$ cat src/rtl/debug_trace_uart.sv
// Snapshots six 32-bit debug words on capture and streams them as one
// 55-character uppercase-hex ASCII line over a UART 8N1 transmitter.
module debug_trace_uart #(
  parameter int CLK_DIV = 434
) (
  input  logic        clk,
  input  logic        rst,
  input  logic        capture,
  input  logic [31:0] dbg0,
  input  logic [31:0] dbg1,
  input  logic [31:0] dbg2,
  input  logic [31:0] dbg3,
  input  logic [31:0] dbg4,
  input  logic [31:0] dbg5,
  output logic        tx,
  output logic        busy,
  output logic        done,
  output logic [7:0]  dropped
);

  localparam int TW = (CLK_DIV > 1) ? $clog2(CLK_DIV) : 1;
  localparam logic [TW-1:0] TLAST = TW'(CLK_DIV - 1);

  typedef enum logic [2:0] {IDLE, START, DATA, STOP, FIN} state_t;

  state_t        state;
  logic [TW-1:0] timer;
  logic [2:0]    bit_idx;
  logic [5:0]    char_idx;
  logic [7:0]    shift;
  logic [31:0]   shadow [6];

  logic [5:0]    nxt_idx;
  logic [5:0]    word;
  logic [5:0]    pos;
  logic [31:0]   sel_word;
  logic [3:0]    nib;
  logic [7:0]    nxt_char;

  function automatic logic [7:0] hex_ascii(input logic [3:0] n);
    return (n < 4'd10) ? (8'h30 + {4'h0, n}) : (8'h37 + {4'h0, n});
  endfunction

  // Character that follows the one currently on the wire: 9 chars per word
  // (8 nibbles + separator), CR in word 5's separator slot, LF last.
  always_comb begin
    nxt_idx  = char_idx + 6'd1;
    word     = nxt_idx / 6'd9;
    pos      = nxt_idx % 6'd9;
    sel_word = '0;
    nib      = '0;
    case (word)
      6'd0:    sel_word = shadow[0];
      6'd1:    sel_word = shadow[1];
      6'd2:    sel_word = shadow[2];
      6'd3:    sel_word = shadow[3];
      6'd4:    sel_word = shadow[4];
      6'd5:    sel_word = shadow[5];
      default: sel_word = '0;
    endcase
    case (pos[2:0])
      3'd0:    nib = sel_word[31:28];
      3'd1:    nib = sel_word[27:24];
      3'd2:    nib = sel_word[23:20];
      3'd3:    nib = sel_word[19:16];
      3'd4:    nib = sel_word[15:12];
      3'd5:    nib = sel_word[11:8];
      3'd6:    nib = sel_word[7:4];
      default: nib = sel_word[3:0];
    endcase
    if (nxt_idx == 6'd54)
      nxt_char = 8'h0A;
    else if (pos == 6'd8)
      nxt_char = (word == 6'd5) ? 8'h0D : 8'h20;
    else
      nxt_char = hex_ascii(nib);
  end

  always_ff @(posedge clk) begin
    if (rst) begin
      state    <= IDLE;
      tx       <= 1'b1;
      busy     <= 1'b0;
      done     <= 1'b0;
      dropped  <= '0;
      timer    <= '0;
      bit_idx  <= '0;
      char_idx <= '0;
      shift    <= '0;
    end else begin
      if (capture && busy && dropped != 8'hFF)
        dropped <= dropped + 8'd1;
      case (state)
        IDLE: begin
          if (capture) begin
            shadow[0] <= dbg0;
            shadow[1] <= dbg1;
            shadow[2] <= dbg2;
            shadow[3] <= dbg3;
            shadow[4] <= dbg4;
            shadow[5] <= dbg5;
            // Shadow is not yet valid this edge, so char 0 comes from dbg0 directly.
            shift     <= hex_ascii(dbg0[31:28]);
            tx        <= 1'b0;
            busy      <= 1'b1;
            timer     <= '0;
            char_idx  <= '0;
            state     <= START;
          end
        end
        START: begin
          if (timer == TLAST) begin
            timer   <= '0;
            bit_idx <= '0;
            tx      <= shift[0];
            state   <= DATA;
          end else begin
            timer <= timer + 1'b1;
          end
        end
        DATA: begin
          if (timer == TLAST) begin
            timer <= '0;
            if (bit_idx == 3'd7) begin
              tx    <= 1'b1;
              state <= STOP;
            end else begin
              bit_idx <= bit_idx + 3'd1;
              shift   <= {1'b0, shift[7:1]};
              tx      <= shift[1];
            end
          end else begin
            timer <= timer + 1'b1;
          end
        end
        STOP: begin
          if (timer == TLAST) begin
            timer <= '0;
            if (char_idx == 6'd54) begin
              done  <= 1'b1;
              state <= FIN;
            end else begin
              char_idx <= nxt_idx;
              shift    <= nxt_char;
              tx       <= 1'b0;
              state    <= START;
            end
          end else begin
            timer <= timer + 1'b1;
          end
        end
        FIN: begin
          done  <= 1'b0;
          busy  <= 1'b0;
          state <= IDLE;
        end
        default: state <= IDLE;
      endcase
    end
  end

endmodule

$ cat config.mk
export PLATFORM = sky130hd
export DESIGN_NAME = debug_trace_uart
export DESIGN_NICKNAME = d
export VERILOG_FILES = /design/src/rtl/debug_trace_uart.sv
export SDC_FILE = /design/constraint.sdc
export NUM_CORES = 1
export LEC_CHECK = 0
export CAP_MARGIN = 20
export CORE_MARGIN = 3
export CORE_UTILIZATION = 30
export DETAILED_ROUTE_END_ITERATION = 6
export GPL_ROUTABILITY_DRIVEN = 0
export HOLD_SLACK_MARGIN = 0.15
export PLACE_DENSITY = 0.64
export REMOVE_ABC_BUFFERS = 1
export SLEW_MARGIN = 10
export SYNTH_ARGS = -nofsm -noshare
export SYNTH_HDL_FRONTEND = slang
export SYNTH_SLANG_ARGS = --single-unit
$ cat constraint.sdc
create_clock -name clk -period 18.52 [get_ports clk]
set_input_delay 3.704 -clock clk [delete_from_list [all_inputs] [get_ports clk]]
set_output_delay 3.704 -clock clk [all_outputs]
set_load 0.02 [all_outputs]
Yosys cells after proc, flatten, opt, wreduce, memory -nomap -nowiden --
Memories as Yosys holds them, arrays and structs flattened. Index checks and enable logic that the tools add are counted.
Storage, ports and cells: RAM bits 192, memories 1, output and inout bits 11, word-level logic and storage cells 119, register bits 40, input bits 195
Memory list:
- shadow | words 6, width 32, rd ports 6, clocked after Yosys merged registers in 0, write ports 6, line 31 | logic [31:0] shadow [6];
Cells by class: order comparisons 2, reduce and logical (&&, ||, !) cells 21, divide/modulo/power cells 2, equal/unequal tests 29, $add $sub $neg 8, muxes and demuxes 47
Operators by type and width (count):
- case mux 32 bit (6 select lines) | 1
- 2-to-1 mux 8 bit | 5
- adder 6 x 4 -> 7 bit, first input constant | 4
- 2-to-1 mux 7 bit | 4
- case mux 4 bit (7 select lines) | 1
- 2-to-1 mux 3 bit | 9
- 2-to-1 mux 6 bit | 4
- case mux 8 bit (3 select lines) | 1
- 2-to-1 mux 9 bit | 2
- case mux 9 bit (2 select lines) | 1
- != test 2 bit, second input constant | 8
- equality test 3 bit, second input constant | 5
- 2-to-1 mux 1 bit | 13
- equality test 3 x 2 -> 1 bit, second input constant | 4
- equality test 6 x 2 -> 1 bit, second input constant | 2
- equality test 6 x 3 -> 1 bit, second input constant | 2
- equality test 6 bit, second input constant | 2
- case mux 3 bit (4 select lines) | 1
- case mux 6 bit (2 select lines) | 1
- AND reduction 6 bit | 2
- nonzero test 2 bit | 5
- adder 9 x 1 -> 9 bit, second input constant | 1
- equality test 9 bit, second input constant | 1
- adder 8 x 1 -> 8 bit, second input constant | 1
- 22 further kinds | 29

Longest topological paths before layout --
word-level depth 12, depth in mapped cells 34

Least setup slack after synthesis --
OpenSTA, ideal clock, no wires.
kind in2reg, start point input port rst, end point memory shadow[0][0] (enable), arrival 17.187 ns, path slack 0.354 ns, data required time 17.541 ns, library setup time 0.979 ns, cell stages on the path 3, cell sequence clkbuf_1 -> clkbuf_1 -> nor3_1
RTL lines:
- start, declared | line 7 | input logic rst,
- end, declared | line 31

Worst setup path after layout --
start point register char_idx[0], end point register shift[1]
On the way: word-level cells in the longest chain between the ends 12, elaborated cells on any way between the ends 32, those cells by class add/sub (3); div (2); order compare (1); eq/ne (15); mux (8); reduce/logical (3)
Ends and longest elaborated chain:
- start, declared | line 29 | logic [5:0] char_idx;
- start signal, assigned | line 143 | char_idx <= nxt_idx;
- adder 6 x 1 -> 6 bit | line 47 | nxt_idx = char_idx + 6'd1;
- divider 6 x 4 -> 6 bit | line 48 | word = nxt_idx / 6'd9;
- equality test 6 x 3 -> 1 bit (tied with other cells) | line 52 | case (word)
- case mux 32 bit (6 select lines) | line 52
- case mux 4 bit (7 select lines) | line 61 | case (pos[2:0])
- adder 6 x 4 -> 7 bit or less-than comparator 4 bit (tied branches) | line 41 | return (n < 4'd10) ? (8'h30 + {4'h0, n}) : (8'h37 + {4'h0, n});
- 2-to-1 mux 7 bit | line 41
- 2-to-1 mux 7 bit | line 73 | else if (pos == 6'd8)
- 2-to-1 mux 7 bit | line 71 | if (nxt_idx == 6'd54)
- 2-to-1 mux 8 bit | line 139 | if (char_idx == 6'd54) begin
- 2-to-1 mux 8 bit | line 137 | if (timer == TLAST) begin
- case mux 8 bit (3 select lines) | line 93 | case (state)
- end signal, assigned | line 103 | shift <= hex_ascii(dbg0[31:28]);
- end signal, assigned | line 129 | shift <= {1'b0, shift[7:1]};
- end signal, assigned | line 144 | shift <= nxt_char;
- end, declared | line 30 | logic [7:0] shift;
Several ways; a longest one is shown, not always the timed one. The select of a mux whose other input is x is not followed. A chain may end at the register's enable or synchronous reset.

==> impl_metrics.py <==
metrics = {
    "min_path": {
        "min_from": "shift[5]",
        "hold_path_end": "shift[5]",
        "holdPathStages": 2,
        "hold_path.class": "register to register",
    },
    "timing": {
        "finClkSkew_ns": 0.0262,
        "tightest_slew_ns": 1.21,
        "max_freq_mhz": 114,
        "rsz0062_at_grt": "false",
        "finalSetupViolCount": 0,
        "period_needed_ns": 8.77,
        "fin_crit_sh": 0.473,
        "final_hold_viol_count": 0,
        "slew_headroom": 0.193,
        "report.final.slew_viol_count": 0,
        "tns_ns": 0,
    },
    "placement": {
        "io_buffers": 205,
        "place_area_um2": 13400,
        "place.detailed.hpwl_mm": 22.1,
    },
    "grt": {
        "grt_max_degree": 193,
        "grt_pass1_wl_mm": 46.9,
        "grt_antenna_before_repair": 1,
        "grt_pass1_vias": 8106,
        "grt_remaining_overflow": 0,
        "grt.total_usage": 0.154,
    },
    "clocking": {
        "cts_setup_buffers": 0,
        "clk_pin_slew_worst_paths_ns": 0.06,
        "cts-resized-gates": 0,
        "clk_latency_ns": 0.57,
        "ctsHoldBuffers": 0,
        "htreeDepth": 1,
        "cts_buffer_depth": 3,
        "cts_buffers": 27,
        "numClockSinks": 231,
        "cts-root-buf": "clkbuf_16",
        "cts_tree": "yes",
    },
    "die": {
        "ios": 206,
        "dieArea_um2": 38600,
        "die_h_um": 196,
        "coreArea_um2": 35700,
        "start_util": 0.305,
        "rows": 69,
        "fp.dieW_um": 196,
    },
    "critical_path": {
        "r2r-end": "shift[1]",
        "rrSetupSlack_ns": 9.75,
        "worstSetupStartpointType": "register",
        "crit_path_end_kind": "register",
        "r2r_start": "char_idx[0]",
        "crit_path_max_fanout": 37,
        "critPathSlowestCell": "dfxtp_1",
        "worstRegToRegCells": 28,
        "critPathKind": "register to register",
        "worstPathRequired_ns": 18.99,
        "cp_data_arrival_time_ns": 9.23,
        "slowest_delay_ns": 0.76,
        "path_common_cell": "ha_1",
    },
    "detailed_routing": {
        "drt_first_iter_violations": 791,
        "drt_wl_total_mm": 31.0,
        "wl_per_cell_um": 20.0,
        "drc": 0,
        "ant_nets": 0,
        "viasPerCell": 5.28,
        "vias": 8188,
        "drt_pass1_iterations": 5,
    },
    "synthesis": {
        "async_flop_share": 0,
        "syn_inst": 874,
        "synth-seq-cells": 231,
        "synth_seq_area_share": 0.602,
        "synth-main-ff-cell": "edfxtp_1",
        "syn_avg_cell_area_um2": 12.5,
        "yosysWarnings": 0,
        "syn_area_um2": 10900,
        "synth_cell_type_count": 93,
        "synth-edff-count": 192,
    },
    "final_layout": {
        "area_growth_pct": 30.7,
        "final_area_um2": 14200,
        "nets": 1282,
        "drive_above_1_share": 0.101,
        "antenna_cells": 0,
        "layout_commonest_cell": "clkdlybuf4s50_1",
        "final_cell_mix": "205 x clkdlybuf4s50_1, 192 x edfxtp_1, 74 x nand2_1",
    },
    "pwr": {
        "p_seq_frac": 0.505,
        "power.internal_mw": 0.930,
        "power_switching_share": 0.217,
        "cellPowerDensity_nw_per_um2": 83.5,
        "p_sw_mw": 0.258,
        "clkPwrFrac": 0.422,
        "p_comb_frac": 0.073,
        "vdd.ir_drop.worst_mv": 0.0624,
        "p_leak_nw": 4.81,
    },
    "outcome": {
        "status": "completed",
    },
    "job": {
        "cap_violations": 0,
    },
}
## state kept, by name, summed over array words and instances, names as in the netlist, 3 cells and up
register	count
state	3
char_idx	6
timer	9
shift	7
bit_idx	3
dropped	8
shadow	192
## metrics by stage
step	instances	setup WS, ns	utilization	power (mW)	hold WS [ns]
6_report	1551	9.75	0.399	1.19	0.471
5_1_grt	1551	9.10	0.399	1.23	0.509
4_1_cts	1550	9.91	0.399	1.20	0.473
3_5_place_dp	1502	9.94	0.375	0.697	0.464
3_3_place_gp	1502	10.30	0.375	0.696	0.461
2_1_floorplan	825	0.827	-	0.645	0.438
## kinds of logic after synthesis
| kind of cell | after synthesis | synth area share |
|---|---|---|
| AOI/OAI and AO/OA | 239 | 0.169 |
| xor gates and xnor gates | 17 | 0.0149 |
| adders and majority gates | 16 | 0.0184 |
| buffers and inverters | 70 | 0.0291 |
| DFF | 231 | 0.602 |
| muxes | 47 | 0.0494 |
| and+or+nand+nor | 254 | 0.117 |
## layout make-up
type                       count  area, µm²
fill                        3327      21400
inverter                      21       78.8
clock buffer                  35        726
tap                          461        577
timing repair buffer         217       2150
sequential                   231       6550
clock inverter                13        104
multi-input combinational    573       4040
## synthesized netlist by cell type, drive strengths merged, types with 6 or more instances
| library cell | instances | area [µm²] |
|---|---|---|
| edfxtp | 192 | 5770 |
| nand2 | 74 | 278 |
| a22o | 9 | 78.8 |
| a21oi | 51 | 259 |
| nand3 | 29 | 145 |
| buf | 20 | 129 |
| nor3 | 21 | 126 |
| a31oi | 11 | 105 |
| mux2 | 31 | 349 |
| ha | 16 | 200 |
| a221oi | 28 | 251 |
| clkbuf | 29 | 109 |
| dfxtp | 39 | 781 |
| and2 | 7 | 46.3 |
| or3 | 8 | 50.1 |
| a32oi | 7 | 61.3 |
| mux2i | 14 | 144 |
| xor2 | 9 | 78.8 |
| xnor2 | 7 | 61.3 |
| nor4 | 15 | 128 |
| a22oi | 13 | 97.6 |
| nand4 | 9 | 56.3 |
| nor2 | 61 | 229 |
| inv | 21 | 78.8 |
| o211ai | 14 | 119 |
| nor2b | 6 | 37.5 |
| a211oi | 14 | 105 |
| o21ai | 27 | 135 |
## power groups by stage
stage	sequential [mW]	combinational, mW	clock [mW]
floorplan	0.617	0.0279	0
global placement	0.610	0.0860	0
detailed placement	0.610	0.0864	0
CTS	0.600	0.0868	0.513
global route	0.602	0.0928	0.535
finish	0.600	0.0861	0.502
## metal layers
| layer | part of all wire | track usage |
|---|---|---|
| met1 | 0.41 | 0.195 |
| met5 | 0.00042 | 0 |
| met3 | 0.067 | 0.0313 |
| met4 | 0.038 | 0.0578 |
| met2 | 0.48 | 0.262 |
## how the worst max path moves through the flow
stage,startpoint,end,slack [ns]
after global placement,char_idx[0],shift[1],10.30
final,char_idx[0],shift[1],9.75
after CTS,char_idx[0],shift[1],9.91
after global routing,char_idx[0],shift[1],9.10
after detailed placement,char_idx[0],shift[1],9.94
after floorplan,rst,shadow[0][0],0.83
## worst max-delay path: cells and delay by family (launching register included)
kind,cells,cell delay [ns]
AO/OA/AOI/OAI,9,2.34
XOR/XNOR,1,0.31
adder cells (fa/ha/maj),5,1.53
buffers and inverters,2,0.68
flip-flops,1,0.76
multiplexers,2,0.96
AND/OR/NAND/NOR,9,2.08
No activity file was read; power rests on OpenSTA's default activity.
